--- config.mk ---
export PLATFORM = sky130hd
export DESIGN_NAME = adder_seq_flat
export DESIGN_NICKNAME = d
export VERILOG_FILES = /design/src/rtl/adder_seq_pkg.sv /design/src/rtl/adder_seq_if.sv /design/src/rtl/adder8.sv /design/src/rtl/adder_seq.sv /design/src/flat_wrapper.sv
export SDC_FILE = /design/constraint.sdc
export NUM_CORES = 1
export LEC_CHECK = 0
export CAP_MARGIN = 20
export CELL_PAD_IN_SITES_DETAIL_PLACEMENT = 0
export CELL_PAD_IN_SITES_GLOBAL_PLACEMENT = 1
export CORE_ASPECT_RATIO = 0.6
export CORE_MARGIN = 2
export CORE_UTILIZATION = 30
export CTS_BUF_LIST = sky130_fd_sc_hd__clkbuf_8
export DETAILED_ROUTE_END_ITERATION = 7
export GPL_ROUTABILITY_DRIVEN = 0
export PLACE_DENSITY = 0.69
export SLEW_MARGIN = 20
export SYNTH_ARGS = -nofsm -noshare
export SYNTH_HDL_FRONTEND = slang
export SYNTH_HIERARCHICAL = 1
export SYNTH_SLANG_ARGS = --single-unit
export TNS_END_PERCENT = 10
--- constraint.sdc ---
create_clock -name clk -period 6.6 [get_ports clk]
set_input_delay 1.32 -clock clk [delete_from_list [all_inputs] [get_ports clk]]
set_output_delay 1.32 -clock clk [all_outputs]
set_load 0.03 [all_outputs]
--- src/rtl/adder_seq_pkg.sv ---
// Shared constants for the multi-precision add sequencer.
// State encoding and the byte slice width used by the shared adder8.
package adder_seq_pkg;

    localparam int BYTE_W = 8;

    typedef enum logic [1:0] {
        ST_IDLE = 2'd0,
        ST_RUN  = 2'd1,
        ST_DONE = 2'd2
    } state_t;

endpackage

--- src/rtl/adder_seq_if.sv ---
// Operand/result handshake bundle for adder_seq.
// The sub field exists only when ADDSEQ_SUB_EN is defined.
interface adder_seq_if #(
    parameter int NBYTES = 4
);
    localparam int W = 8 * NBYTES;

    logic         in_valid;
    logic         in_ready;
    logic [W-1:0] a;
    logic [W-1:0] b;
    logic         c_in;
`ifdef ADDSEQ_SUB_EN
    logic         sub;
`endif
    logic         out_valid;
    logic         out_ready;
    logic [W-1:0] sum;
    logic         c_out;
    logic         busy;

    modport slave (
        input  in_valid, a, b, c_in,
`ifdef ADDSEQ_SUB_EN
        input  sub,
`endif
        input  out_ready,
        output in_ready, out_valid, sum, c_out, busy
    );

    modport master (
        output in_valid, a, b, c_in,
`ifdef ADDSEQ_SUB_EN
        output sub,
`endif
        output out_ready,
        input  in_ready, out_valid, sum, c_out, busy
    );

endinterface

--- src/rtl/adder8.sv ---
// Existing 8-bit ripple byte adder shared by the add sequencer.
module adder8 (
    input  logic [7:0] x,
    input  logic [7:0] y,
    input  logic       c_in,
    output logic [7:0] s,
    output logic       c_out
);

    logic [8:0] total;

    assign total = {1'b0, x} + {1'b0, y} + {8'd0, c_in};
    assign s     = total[7:0];
    assign c_out = total[8];

endmodule

--- src/rtl/adder_seq.sv ---
// Multi-precision add sequencer: one adder8 walks NBYTES byte slices LSB-first.
// Define ADDSEQ_SUB_EN to add a subtract mode (bus.sub sampled at acceptance).
//
// state   | meaning
// ST_IDLE | waiting for an operation, in_ready high
// ST_RUN  | one byte slice per cycle, carry chained through carry_q
// ST_DONE | result held on sum/c_out until out_ready
module adder_seq
    import adder_seq_pkg::*;
#(
    parameter int NBYTES = 4
) (
    input logic        clk,
    input logic        rst_n,
    adder_seq_if.slave bus
);

    localparam int W     = BYTE_W * NBYTES;
    localparam int IDX_W = $clog2(NBYTES);
    localparam logic [IDX_W-1:0] IDX_LAST = IDX_W'(NBYTES - 1);

    state_t            state;
    state_t            state_nxt;
    logic [IDX_W-1:0]  idx;
    logic              carry_q;
    logic              sub_q;
    logic              sub_in;
    logic [W-1:0]      a_q;
    logic [W-1:0]      b_q;
    logic [W-1:0]      sum_q;
    logic              c_out_q;
    logic              accept;
    logic              last_byte;
    logic [BYTE_W-1:0] add_x;
    logic [BYTE_W-1:0] add_y;
    logic [BYTE_W-1:0] add_s;
    logic              add_c;

`ifdef ADDSEQ_SUB_EN
    assign sub_in = bus.sub;
`else
    assign sub_in = 1'b0;
`endif

    always_ff @(posedge clk or negedge rst_n) begin
        if (!rst_n) begin
            state <= ST_IDLE;
        end else begin
            state <= state_nxt;
        end
    end

    always_comb begin
        state_nxt = state;
        case (state)
            ST_IDLE: if (accept)        state_nxt = ST_RUN;
            ST_RUN:  if (last_byte)     state_nxt = ST_DONE;
            ST_DONE: if (bus.out_ready) state_nxt = ST_IDLE;
            default:                    state_nxt = ST_IDLE;
        endcase
    end

    always_comb begin
        bus.in_ready  = 1'b0;
        bus.out_valid = 1'b0;
        bus.busy      = 1'b0;
        accept        = 1'b0;
        last_byte     = 1'b0;
        case (state)
            ST_IDLE: begin
                bus.in_ready = 1'b1;
                accept       = bus.in_valid;
            end
            ST_RUN: begin
                bus.busy  = 1'b1;
                last_byte = (idx == IDX_LAST);
            end
            ST_DONE: begin
                bus.busy      = 1'b1;
                bus.out_valid = 1'b1;
            end
            default: ;
        endcase
    end

    // Subtract is A + ~B + 1: invert the B slice here, force the seed carry at acceptance.
    assign add_x = a_q[BYTE_W*idx +: BYTE_W];
    assign add_y = b_q[BYTE_W*idx +: BYTE_W] ^ {BYTE_W{sub_q}};

    adder8 u_adder8 (
        .x     (add_x),
        .y     (add_y),
        .c_in  (carry_q),
        .s     (add_s),
        .c_out (add_c)
    );

    always_ff @(posedge clk or negedge rst_n) begin
        if (!rst_n) begin
            idx     <= '0;
            carry_q <= 1'b0;
            sub_q   <= 1'b0;
            a_q     <= '0;
            b_q     <= '0;
            sum_q   <= '0;
            c_out_q <= 1'b0;
        end else if (accept) begin
            a_q     <= bus.a;
            b_q     <= bus.b;
            sub_q   <= sub_in;
            carry_q <= sub_in | bus.c_in;
            idx     <= '0;
        end else if (state == ST_RUN) begin
            sum_q[BYTE_W*idx +: BYTE_W] <= add_s;
            carry_q                     <= add_c;
            if (last_byte) begin
                idx     <= '0;
                c_out_q <= add_c;
            end else begin
                idx <= idx + 1'b1;
            end
        end
    end

    assign bus.sum   = sum_q;
    assign bus.c_out = c_out_q;

endmodule

--- src/flat_wrapper.sv ---
// flat-port wrapper written by rule: the top's interface ports become plain ports
module adder_seq_flat import adder_seq_pkg::*;
#(
    parameter int NBYTES = 4
)
  (clk, rst_n, bus_in_valid, bus_a, bus_b, bus_c_in, bus_out_ready, bus_in_ready, bus_out_valid, bus_sum, bus_c_out, bus_busy);
  adder_seq_if #(.NBYTES(NBYTES)) bus_i ();
  input logic clk;
  input logic rst_n;
  input wire logic [$bits(bus_i.in_valid)-1:0] bus_in_valid;
  input wire logic [$bits(bus_i.a)-1:0] bus_a;
  input wire logic [$bits(bus_i.b)-1:0] bus_b;
  input wire logic [$bits(bus_i.c_in)-1:0] bus_c_in;
  input wire logic [$bits(bus_i.out_ready)-1:0] bus_out_ready;
  output wire logic [$bits(bus_i.in_ready)-1:0] bus_in_ready;
  output wire logic [$bits(bus_i.out_valid)-1:0] bus_out_valid;
  output wire logic [$bits(bus_i.sum)-1:0] bus_sum;
  output wire logic [$bits(bus_i.c_out)-1:0] bus_c_out;
  output wire logic [$bits(bus_i.busy)-1:0] bus_busy;
  assign bus_i.in_valid = bus_in_valid;
  assign bus_i.a = bus_a;
  assign bus_i.b = bus_b;
  assign bus_i.c_in = bus_c_in;
  assign bus_i.out_ready = bus_out_ready;
  assign bus_in_ready = bus_i.in_ready;
  assign bus_out_valid = bus_i.out_valid;
  assign bus_sum = bus_i.sum;
  assign bus_c_out = bus_i.c_out;
  assign bus_busy = bus_i.busy;
  adder_seq #(.NBYTES(NBYTES)) u_core (.clk(clk), .rst_n(rst_n), .bus(bus_i));
endmodule
# Yosys cells after proc, flatten, opt, wreduce, memory -nomap -nowiden
# Index checks and enable logic that the tools add are counted.
# totals
regBits	102
inputBits	69
out_inout_bits	36
word_cells	43
# op_classes
addsub	4
eq_ne	6
shifts	4
mux	15
n_bitwise	1
reduce_logical	6
# op_table
operator	n
32-bit by 6-bit indexed part select with 8-bit output	2
5-bit negation with 34-bit output	1
8-bit by 34-bit variable shift with 32-bit output (first input constant)	1
8-bit by 34-bit indexed part select with 32-bit output	1
32-bit bitwise mux	1
2-bit 2-to-1 mux	6
8-bit by 8-bit adder with 9-bit output	1
9-bit by 1-bit adder with 9-bit output	1
1-bit 2-to-1 mux	7
2-bit one-hot mux with 3 select lines	1
3-bit AND reduction	2
2-bit == test (second input constant)	2
2-bit by 1-bit != test with 1-bit output (second input constant)	2
2-bit by 1-bit adder with 2-bit output (second input constant)	1
2-bit by 1-bit == test with 1-bit output (second input constant)	1
2-bit logical NOT	1
2-bit != test (second input constant)	1
2-bit AND reduction	1
2-bit nonzero test	1
2-bit OR reduction	1
1-bit NOT	1

# Depth between registers and ports, before layout
# Gate-level depths: netlist of the first run.
# depth
ltp_word	5
ltp_mapped	10
mapped_depth_nobuf	9

# By module
# The synthesis of the first run kept the hierarchy.
# modules_own_cells
module	instances	cells_each	area_per_inst_um2	seq_area_each_um2
adder_seq	1	279	4369.2	2552.4
adder8	1	42	331.6	0.0

# Worst setup path before layout of the first run
# Ideal clock, no wire load.
# synth_timing
kind	register -> register
startpoint	register u_core.idx[0]
endpoint	register u_core.c_out_q, in the netlist u_core/bus.c_out
setup_time_ns	0.125
arrival_ns	2.821
required_ns	6.475
slack_ns	3.655
stages_incl_launch_ff	10
path_buffers	1
synth_period_minus_slack_ns	2.945
cell_sequence	dfrtp_1 > buf_4 > mux4_2 > fa_1 > fa_1 > a21oi_1 > nor2_1 > nor2_1 > o21ai_0 > mux2_2
# synth_between
elab_chain_cells	3
# synth_rtl
element	line	source
start, declared	adder_seq.sv:24	logic [IDX_W-1:0] idx;
start signal, assigned	adder_seq.sv:120	idx <= idx + 1'b1;
32-bit by 6-bit indexed part select with 8-bit output	adder_seq.sv:88	assign add_y = b_q[BYTE_W*idx +: BYTE_W] ^ {BYTE_W{sub_q}};
net u_core.add_y[0]	adder_seq.sv:35	logic [BYTE_W-1:0] add_y;
8-bit by 8-bit adder with 9-bit output	adder8.sv:12	assign total = {1'b0, x} + {1'b0, y} + {8'd0, c_in};
9-bit by 1-bit adder with 9-bit output	adder8.sv:12	
net u_core.add_c	adder_seq.sv:37	logic add_c;
end signal, assigned	adder_seq.sv:106	c_out_q <= 1'b0;
end signal, assigned	adder_seq.sv:118	c_out_q <= add_c;
end, declared	adder_seq.sv:31	logic c_out_q;
# The timed path passes the listed nets, and every way through them passes these cells.
# A chain may end at the register's enable or synchronous reset.

# Worst setup path after layout of the first run
# layout_timing
startpoint	register u_core.idx[0]
endpoint	register u_core.sum_q[14], in the netlist u_core/bus.sum[14]
# layout_between
elab_chain_cells	5
# layout_rtl
element	line	source
32-bit by 6-bit indexed part select with 8-bit output	adder_seq.sv:88	
net u_core.add_y[0]	adder_seq.sv:35	
8-bit by 8-bit adder with 9-bit output	adder8.sv:12	
9-bit by 1-bit adder with 9-bit output	adder8.sv:12	
net u_core.add_s[6]	adder_seq.sv:36	logic [BYTE_W-1:0] add_s;
8-bit by 34-bit indexed part select with 32-bit output	adder_seq.sv:114	sum_q[BYTE_W*idx +: BYTE_W] <= add_s;
32-bit bitwise mux	adder_seq.sv:114	
end signal, assigned by index	adder_seq.sv:114	
end, declared	adder_seq.sv:30	logic [W-1:0] sum_q;
# The timed path passes the listed nets, and every way through them passes these cells.

==> flow_summary.yaml, run 1 <==
status:
  outcome: "completed"
worst_hold_path:
  hold_path_startpoint: "u_core/bus.sum[24]$_DFFE_PN0P_"
  hold_path_depth: 2
  worst_min_path_class: "flop to flop"
  min_to: "u_core/bus.sum[24]$_DFFE_PN0P_"
worst_setup_path:
  cp_cell_sequence: "buf_4, mux4_2, fa_1, fa_1, a21oi_1, nor2_1, nor2_1, xnor2_1, nand3_1, o21ai_0"
  critical_path_required_ns: 6.90
  crit-reg2reg-capture: "u_core/bus.sum[14]$_DFFE_PN0P_"
  crit_cells: 10
  critPathKind: "flop to flop"
  worstReg2RegStart: "u_core/idx[0]$_DFFE_PN0P_"
  r2r_cells: 10
  arrival_ns: 3.84
  path_buf_inv: 1
  critical_path.slowest_cell: "sky130_fd_sc_hd__dfrtp_1"
  timing.critical_path.from_type: "flop"
  worstSetupEndpointType: "flop"
  worst-r2r-setup-slack_ns: 3.07
  worst_path_largest_cell_delay_ns: 0.61
  critPathMaxFanout: 16
  cp_top_family: "adder cells"
clocking:
  holdBufCountCts: 0
  cts_max_level: 3
  cts.sink_count: 102
  clock_insertion_delay_worst_skew_ns: 0.38
  clk_transition_reported_paths_ns: 0.10
  tritoncts_clock_tree: "done"
  cts.root.buffer_cell: "sky130_fd_sc_hd__clkbuf_8"
  post-cts-setup-buffers: 0
  cts_inserted_buffers: 9
  cts_repair_resize_count: 0
  cts_max_path_buffers: 2
yosys:
  synth_area_leaders: "sky130_fd_sc_hd__dfrtp_1 (54%), sky130_fd_sc_hd__mux2_2 (16%), sky130_fd_sc_hd__mux4_2 (7.7%)"
  synthesis.instances: 321
  count_of_yosys_warnings_during_synthesis: 6
  synth.net_count: 408
  dominantRegCellSynth: "sky130_fd_sc_hd__dfrtp_1"
  synth_top_area_cell: "sky130_fd_sc_hd__dfrtp_1"
  synth_enable_flop_cells: 0
  yosys.cell_count.top_type: "sky130_fd_sc_hd__dfrtp_1"
  syn_avg_cell_area_sq_um: 14.6
  synth.yosys.seq_area_share: 0.543
  synth_commonest_cells: "sky130_fd_sc_hd__dfrtp_1 (102), sky130_fd_sc_hd__mux2_2 (65), sky130_fd_sc_hd__a22o_1 (28)"
  ys_seq_elements: 102
  ys_types: 39
  synthArstFlopShare: 1.00
  synthDominantCellAreaShare: 0.543
  synth.cell_area_sq_um: 4700
routing:
  via_per_inst: 4.69
  via_count: 2983
  totalWireLength_mm: 11.2
  route.antenna.remaining_nets: 0
  drc: 0
  drt_pre_antenna_iters: 4
  drt_iter0_markers: 148
  avgRoutedWirePerCell_um: 17.5
die:
  die-area_sq_um: 16700
  fp.coreArea_sq_um: 15300
  die-height_um: 101
  design.portCount: 105
  start_util: 0.307
  die_width_um: 166
  row_count: 35
timing:
  post-route-period-util: 0.535
  timing.final.crit_period_ns: 3.53
  maxSlewHeadroom: 0.423
  fmaxAchievable_ghz: 0.283
  worst_pin_slew_ns: 0.865
  setup_tns_ns: 0
  final_critical_path_setup_slack_ns: 3.07
  grt_setup_unrepaired: "no"
  drv_slew: 0
  fin_worst_skew_ns: 0.0121
  finalSetupViolCount: 0
  hold_violations: 0
final_layout:
  drive_above_1_share: 0.255
  fillCellCount: 1450
  synthToLayoutAreaGrowth_pct: 30.6
  utilization: 0.401
  nets: 513
placement:
  dp.final_hpwl_mm: 8.34
  place.port_buffers: 104
  place_ws_ns: 3.06
power_and_ir_drop:
  leakage_nw: 2.52
  power_density_nw_per_um2: 538
  vdd_ir_drop_max_mv: 0.196
  fin_total_pwr_mw: 3.30
global_route:
  first_global_vias: 3228
  track_usage: 0.141
  global_route.overflow_total: 0
  antenna_found_initial: 2
  grt_max_degree: 70
  first_pass_grt_wire_length_mm: 18.0
run:
  max_cap_violations: 0
## where the power goes
group / internal, mW / switching [mW]
clock: 0.154 / 0.230
combinational: 0.839 / 1.03
sequential: 0.900 / 0.156
total: 1.89 / 1.41
## stage by stage
| step | std cells | hold WS (ns) | instance area (sq um) |
|---|---|---|---|
| 2_1_floorplan | 321 | 0.475 | 4700 |
| 4_1_cts | 634 | 0.504 | 6130 |
| 6_report | 636 | 0.498 | 6140 |
| 3_5_place_dp | 618 | 0.479 | 5940 |
| 5_1_grt | 634 | 0.524 | 6130 |
| 3_3_place_gp | 618 | 0.473 | 5940 |
## kinds of logic (layout without fill, tap and decap cells)
family / count (synthesis) / in the layout / share of synthesized area
AOI/OAI and AO/OA: 49 / 49 / 0.0809
xor gates and xnor gates: 4 / 4 / 0.00745
adders and majority gates: 18 / 18 / 0.0511
buffers and inverters: 25 / 135 / 0.0264
DFF: 102 / 102 / 0.543
muxes: 85 / 85 / 0.241
other: 0 / 2 / 0
and+or+nand+nor: 38 / 38 / 0.0500
## cell type report
cell class | count | area [sq um] | area share
Antenna cell | 2 | 5.00 | 0.000815
Clock buffer | 10 | 138 | 0.0224
Clock inverter | 6 | 55.1 | 0.00897
Inverter | 11 | 41.3 | 0.00673
Multi-Input combinational cell | 194 | 2030 | 0.330
Sequential cell | 102 | 2550 | 0.416
Tap cell | 203 | 254 | 0.0414
Timing Repair Buffer | 108 | 1070 | 0.174
## cells in the final DEF, fill, tap and decap left out, drive strengths merged, types with 2 or more instances in the layout
master         count
nor3b              3
o21ai              6
nand2             15
mux2              66
clkinvlp           2
clkdlybuf4s50    103
inv               13
xnor2              2
mux4              16
a21o               2
a311o              2
nand3              5
ha                16
mux2i              3
clkbuf            10
buf                5
dfrtp            102
diode              2
nor2b              2
nor3               3
a21oi              7
nor4               2
xor2               2
a22o              28
fa                 2
nor2               4
clkinv             2
## sequential cells by signal, indices dropped and copies added, names as in the netlist
signal	flops
u_core/a_q	32
u_core/b_q	32
u_core/bus.sum	32
u_core/idx	2
u_core/state	2
u_core/bus.c_out	1
u_core/carry_q	1
## worst min-delay path: cells and delay by family (launching register included)
family	cells	cell delay, ns
flops	1	0.36
compound gates	1	0.06
simple gates	1	0.05
## metal layers
metal  wire [um]  share of wire  global-route usage  vias to the layer above
met2        4540           0.41               0.199                       81
met4          93         0.0083              0.0281                        0
met3         806          0.072              0.0534                        8
met1        5720           0.51               0.204                     1493
li1            -              -                   -                     1401
met5           0              0                   0                        -
## worst max path at each step
stage,start,to,slack [ns]
5_1_grt,u_core/idx[0]$_DFFE_PN0P_,u_core/bus.sum[14]$_DFFE_PN0P_,2.71
2_1_floorplan,u_core/idx[0]$_DFFE_PN0P_,u_core/bus.c_out$_DFFE_PN0P_,3.65
3_5_place_dp,u_core/idx[0]$_DFFE_PN0P_,u_core/bus.sum[14]$_DFFE_PN0P_,3.06
4_1_cts,u_core/idx[0]$_DFFE_PN0P_,u_core/bus.sum[14]$_DFFE_PN0P_,3.03
3_3_place_gp,u_core/idx[0]$_DFFE_PN0P_,u_core/bus.sum[14]$_DFFE_PN0P_,3.15
6_report,u_core/idx[0]$_DFFE_PN0P_,u_core/bus.sum[14]$_DFFE_PN0P_,3.07
(Power assumes the default switching activity.)
==> inputs of run 2 (changes only) <==
- clock period: 6.6 -> 3.4 ns (I/O delays scaled with it)
==> flow_summary.yaml, run 2 (synthesis gave the netlist of run 1 again) <==
status:
  outcome: "completed"
final_layout:
  most-common-layout-cells: "sky130_fd_sc_hd__clkdlybuf4s50_1 (103), sky130_fd_sc_hd__dfrtp_1 (102), sky130_fd_sc_hd__mux2_2 (65)"
  nets: 515
  fillCellCount: 1439
  synthToLayoutAreaGrowth_pct: 31.7
  drive_above_1_share: 0.259
  layout_commonest_cell: "sky130_fd_sc_hd__clkdlybuf4s50_1"
clocking:
  post-cts-setup-buffers: 0
  cts_repair_resize_count: 0
  cts_max_level: 3
  cts_max_path_buffers: 2
  cts_inserted_buffers: 9
  cts.root.buffer_cell: "sky130_fd_sc_hd__clkbuf_8"
  clk_transition_reported_paths_ns: 0.10
  tritoncts_clock_tree: "done"
  cts.sink_count: 102
  holdBufCountCts: 0
  clock_insertion_delay_worst_skew_ns: 0.37
timing:
  finalSetupViolCount: 0
  hold_violations: 0
  fmaxAchievable_ghz: 0.343
  maxSlewHeadroom: 0.611
  timing.final.crit_period_ns: 2.92
  post-route-period-util: 0.858
  setup_tns_ns: 0
  final_critical_path_setup_slack_ns: 0.481
  drv_slew: 0
  worst_pin_slew_ns: 0.583
  grt_setup_unrepaired: "no"
  fin_worst_skew_ns: 0.0138
routing:
  route.antenna.remaining_nets: 0
  avgRoutedWirePerCell_um: 18.1
  drc: 0
  via_count: 3075
  drt_pre_antenna_iters: 4
  totalWireLength_mm: 11.5
  via_per_inst: 4.83
  drt_iter0_markers: 155
placement:
  dp.final_hpwl_mm: 8.78
  place.port_buffers: 104
  place_ws_ns: 0.496
global_route:
  grt_max_degree: 61
  track_usage: 0.146
  first_global_vias: 3274
  first_pass_grt_wire_length_mm: 18.7
  global_route.overflow_total: 0
  antenna_found_initial: 2
die:
  design.portCount: 105
  die_width_um: 166
  fp.coreArea_sq_um: 15300
  start_util: 0.307
  row_count: 35
  die-height_um: 101
  die-area_sq_um: 16700
worst_setup_path:
  critPathKind: "flop to flop"
  timing.critical_path.from_type: "flop"
  r2r_cells: 8
  critical_path_required_ns: 3.70
  worstReg2RegStart: "u_core/idx[0]$_DFFE_PN0P_"
  worst-r2r-setup-slack_ns: 0.48
  arrival_ns: 3.22
  worstSetupEndpointType: "flop"
  critPathMaxFanout: 11
  crit-reg2reg-capture: "u_core/bus.sum[23]$_DFFE_PN0P_"
worst_hold_path:
  worst_min_path_class: "input pin to asynchronous set/reset pin"
power_and_ir_drop:
  power_density_nw_per_um2: 1050
  fin_total_pwr_mw: 6.53
  leakage_nw: 2.55
  vdd_ir_drop_max_mv: 0.452
run:
  max_cap_violations: 0
run 2: power breakdown:
group / internal [mW] / total, mW / switching, mW / leakage (nW)
Sequential: 1.75 / 2.06 / 0.311 / 1.27
Combinational: 1.65 / 3.68 / 2.03 / 1.18
Clock: 0.366 / 0.788 / 0.422 / 0.103
Total: 3.77 / 6.53 / 2.76 / 2.55
run 2: worst max path at each step:
stage	start	endpoint	slack [ns]
detailed placement	u_core/idx[0]$_DFFE_PN0P_	u_core/bus.sum[30]$_DFFE_PN0P_	0.50
finish	u_core/idx[0]$_DFFE_PN0P_	u_core/bus.sum[23]$_DFFE_PN0P_	0.48
global placement	u_core/idx[0]$_DFFE_PN0P_	u_core/bus.sum[4]$_DFFE_PN0P_	0.56
floorplan	u_core/idx[0]$_DFFE_PN0P_	u_core/bus.c_out$_DFFE_PN0P_	0.45
global route	u_core/idx[0]$_DFFE_PN0P_	u_core/bus.sum[14]$_DFFE_PN0P_	0.23
CTS	u_core/idx[0]$_DFFE_PN0P_	u_core/bus.sum[30]$_DFFE_PN0P_	0.47
run 2: final cells by class:
cell class | instances | area, sq um | share of cell area
Inverter | 11 | 41.3 | 0.00667
Antenna cell | 1 | 2.50 | 0.000404
Multi-Input combinational cell | 194 | 2030 | 0.327
Clock inverter | 6 | 68.8 | 0.0111
Timing Repair Buffer | 110 | 1110 | 0.179
Tap cell | 203 | 254 | 0.0410
Clock buffer | 10 | 138 | 0.0222
Sequential cell | 102 | 2550 | 0.412
run 2: layer usage:
metal | share of wire | track usage | vias up
met1 | 0.51 | 0.214 | 1550
met2 | 0.41 | 0.208 | 108
met5 | 0.0011 | 0 | -
li1 | - | - | 1406
met4 | 0.0081 | 0.0294 | 2
met3 | 0.067 | 0.0506 | 9
run 2: metrics by stage:
step                 util  cells  hold WS (ns)  area [sq um]
floorplan               -    321         0.384          4700
global placement    0.390    620         0.465          5980
detailed placement  0.390    620         0.474          5980
CTS                 0.404    636         0.311          6190
global route        0.404    636         0.318          6190
finish              0.404    637         0.300          6190
run 2: critical path, cell delays in order (launching register included):
cell                        delay, ns
sky130_fd_sc_hd__dfrtp_1         0.45
sky130_fd_sc_hd__buf_4           0.29
sky130_fd_sc_hd__mux4_2          0.54
sky130_fd_sc_hd__ha_1            0.39
sky130_fd_sc_hd__a21o_1          0.22
sky130_fd_sc_hd__a2111oi_0       0.51
sky130_fd_sc_hd__mux2i_1         0.14
sky130_fd_sc_hd__nand2_1         0.16
sky130_fd_sc_hd__a22o_1          0.15
==> inputs of run 3 (changes only) <==
- CORE_UTILIZATION: 30 -> 40
- PLACE_DENSITY: 0.69 -> 0.88
- SYNTH_HIERARCHICAL: 1 -> unset
==> flow_summary.yaml, run 3 <==
status:
  outcome: "completed"
worst_setup_path:
  r2r_cells: 7
  cp_top_family: "adder cells"
  critical_path_required_ns: 3.65
  arrival_ns: 3.18
  crit_cells: 7
  cp_cell_sequence: "mux4_2, fa_1, fa_1, a21o_1, a221oi_2, o21ai_0, mux2_2"
  path_buf_inv: 0
  critical-path-top-cell-by-count: "sky130_fd_sc_hd__fa_1"
  critPathMaxFanout: 4
  timing.critical_path.from_type: "flop"
  worst_setup_path_endpoint: "u_core.bus.c_out$_DFFE_PN0P_"
  worstReg2RegStart: "u_core.idx[0]$_DFFE_PN0P_"
  crit-reg2reg-capture: "u_core.bus.c_out$_DFFE_PN0P_"
  critPathKind: "flop to flop"
  critical_path.slowest_cell: "sky130_fd_sc_hd__mux4_2"
  worstSetupEndpointType: "flop"
  worst_path_largest_cell_delay_ns: 0.54
  worst-r2r-setup-slack_ns: 0.47
  worst_setup_path_startpoint: "u_core.idx[0]$_DFFE_PN0P_"
die:
  fp.coreArea_sq_um: 11300
  start_util: 0.411
  die_width_um: 143
  design.portCount: 105
  die-area_sq_um: 12500
  die-height_um: 87.5
  row_count: 30
routing:
  drt_iter0_markers: 189
  drt_pre_antenna_iters: 4
  totalWireLength_mm: 10.8
  via_per_inst: 5.18
  avgRoutedWirePerCell_um: 18.5
  drc: 0
  route.antenna.remaining_nets: 0
  via_count: 3021
timing:
  fmaxAchievable_ghz: 0.342
  hold_violations: 0
  drv_slew: 0
  maxSlewHeadroom: 0.493
  grt_setup_unrepaired: "no"
  post-route-period-util: 0.861
  worst_pin_slew_ns: 0.760
  fin_worst_skew_ns: 0.0129
  timing.final.crit_period_ns: 2.93
  final_critical_path_setup_slack_ns: 0.474
  finalSetupViolCount: 0
  setup_tns_ns: 0
global_route:
  global_route.overflow_total: 0
  grt_max_degree: 87
  first_pass_grt_wire_length_mm: 17.4
  antenna_found_initial: 0
  first_global_vias: 3232
  track_usage: 0.188
yosys:
  synth_enable_flop_cells: 0
  synthesis.instances: 309
  synthDominantCellAreaShare: 0.549
  yosys.cell_count.top_type: "sky130_fd_sc_hd__dfrtp_1"
  synth.cell_area_sq_um: 4650
  ys_seq_elements: 102
  synth.yosys.seq_area_share: 0.549
  dominantRegCellSynth: "sky130_fd_sc_hd__dfrtp_1"
  synth.net_count: 395
  synthArstFlopShare: 1.00
  ys_types: 30
  synth_area_leaders: "sky130_fd_sc_hd__dfrtp_1 (55%), sky130_fd_sc_hd__mux2_2 (16%), sky130_fd_sc_hd__mux4_2 (7.8%)"
  count_of_yosys_warnings_during_synthesis: 0
  synth_top_area_cell: "sky130_fd_sc_hd__dfrtp_1"
  synth_commonest_cells: "sky130_fd_sc_hd__dfrtp_1 (102), sky130_fd_sc_hd__mux2_2 (65), sky130_fd_sc_hd__a22o_1 (28)"
  syn_avg_cell_area_sq_um: 15.0
placement:
  dp.final_hpwl_mm: 8.11
  place.port_buffers: 104
  place_ws_ns: 0.490
  place_inst: 567
power_and_ir_drop:
  leakage_nw: 2.57
  comb_power_share: 0.568
  fraction_of_power_consumed_by_sequential_logic: 0.305
  power.share.clock: 0.127
  power_switching_share: 0.418
  intPower_mw: 3.93
  switching_power_mw: 2.83
  vdd_ir_drop_max_mv: 0.621
  fin_total_pwr_mw: 6.76
  power_density_nw_per_um2: 1100
clocking:
  tritoncts_clock_tree: "done"
  cts_repair_resize_count: 0
  cts_inserted_buffers: 9
  clk_transition_reported_paths_ns: 0.10
  cts.sink_count: 102
  post-cts-setup-buffers: 0
  cts.root.buffer_cell: "sky130_fd_sc_hd__clkbuf_8"
  cts_max_path_buffers: 2
  clock_insertion_delay_worst_skew_ns: 0.36
  cts_max_level: 3
  holdBufCountCts: 0
final_layout:
  synthToLayoutAreaGrowth_pct: 31.6
  drive_above_1_share: 0.270
  antenna_cells_inserted: 0
  layout_commonest_cell: "sky130_fd_sc_hd__clkdlybuf4s50_1"
  nets: 504
  final_cells: 583
  most-common-layout-cells: "sky130_fd_sc_hd__clkdlybuf4s50_1 (103), sky130_fd_sc_hd__dfrtp_1 (102), sky130_fd_sc_hd__mux2_2 (65)"
worst_hold_path:
  worst_min_path_class: "input pin to asynchronous set/reset pin"
run:
  max_cap_violations: 0
-- run 3: changes by cell type in the layout (fill, tap and decap cells not counted), moves of 3 or more --
cell	change
sky130_fd_sc_hd__inv_1	-3
sky130_fd_sc_hd__nand3_1	-5
sky130_fd_sc_hd__nor2_1	-3
sky130_fd_sc_hd__o21ai_0	+4
-- run 3: logic make-up (layout without fill, tap and decap cells) --
logic type	count (synthesis)	after routing	share of synthesized area
AO/OA/AOI/OAI	54	54	0.0870
flip-flops	102	102	0.549
buffers and inverters	20	134	0.0213
XOR/XNOR	5	5	0.00943
adder cells (fa/ha/maj)	17	17	0.0490
AND/OR/NAND/NOR	28	28	0.0447
multiplexers	83	83	0.239
-- run 3: stage by stage --
step	hold WS [ns]	cell area (sq um)	util
finish	0.352	6120	0.541
global route	0.403	6120	0.541
CTS	0.492	6110	0.541
detailed placement	0.471	5880	0.520
global placement	0.469	5880	0.520
floorplan	0.384	4650	-
-- run 3: final cells by class --
cell class	count	area [sq um]
Fill cell	928	5180
Sequential cell	102	2550
Multi-Input combinational cell	187	2000
Timing Repair Buffer	111	1110
Tap cell	160	200
Clock buffer	11	151
Clock inverter	5	81.3
Inverter	7	26.3
-- run 3: power groups by stage --
stage,clock network (mW),registers (mW),logic (mW)
finish,0.858,2.06,3.83
global route,0.935,2.13,4.16
CTS,0.880,2.06,3.87
detailed placement,0,2.08,3.85
global placement,0,2.06,3.73
floorplan,0,2.20,2.47
-- run 3: worst min path at each step --
| stage | start | endpoint | slack (ns) |
|---|---|---|---|
| after floorplan | rst_n | u_core.a_q[0]$_DFFE_PN0P_ | 0.38 |
| after global placement | u_core.bus.sum[7]$_DFFE_PN0P_ | u_core.bus.sum[7]$_DFFE_PN0P_ | 0.47 |
| after detailed placement | u_core.bus.sum[7]$_DFFE_PN0P_ | u_core.bus.sum[7]$_DFFE_PN0P_ | 0.47 |
| after CTS | u_core.bus.sum[7]$_DFFE_PN0P_ | u_core.bus.sum[7]$_DFFE_PN0P_ | 0.49 |
| after global routing | rst_n | u_core.b_q[10]$_DFFE_PN0P_ | 0.40 |
| final | rst_n | u_core.b_q[2]$_DFFE_PN0P_ | 0.35 |
-- run 3: layer usage --
layer,vias up,part of all wire,GRT usage
met2,108,0.43,0.277
met1,1524,0.49,0.271
met4,0,0.012,0.0441
met3,10,0.067,0.0605
li1,1379,-,-
met5,-,0,0
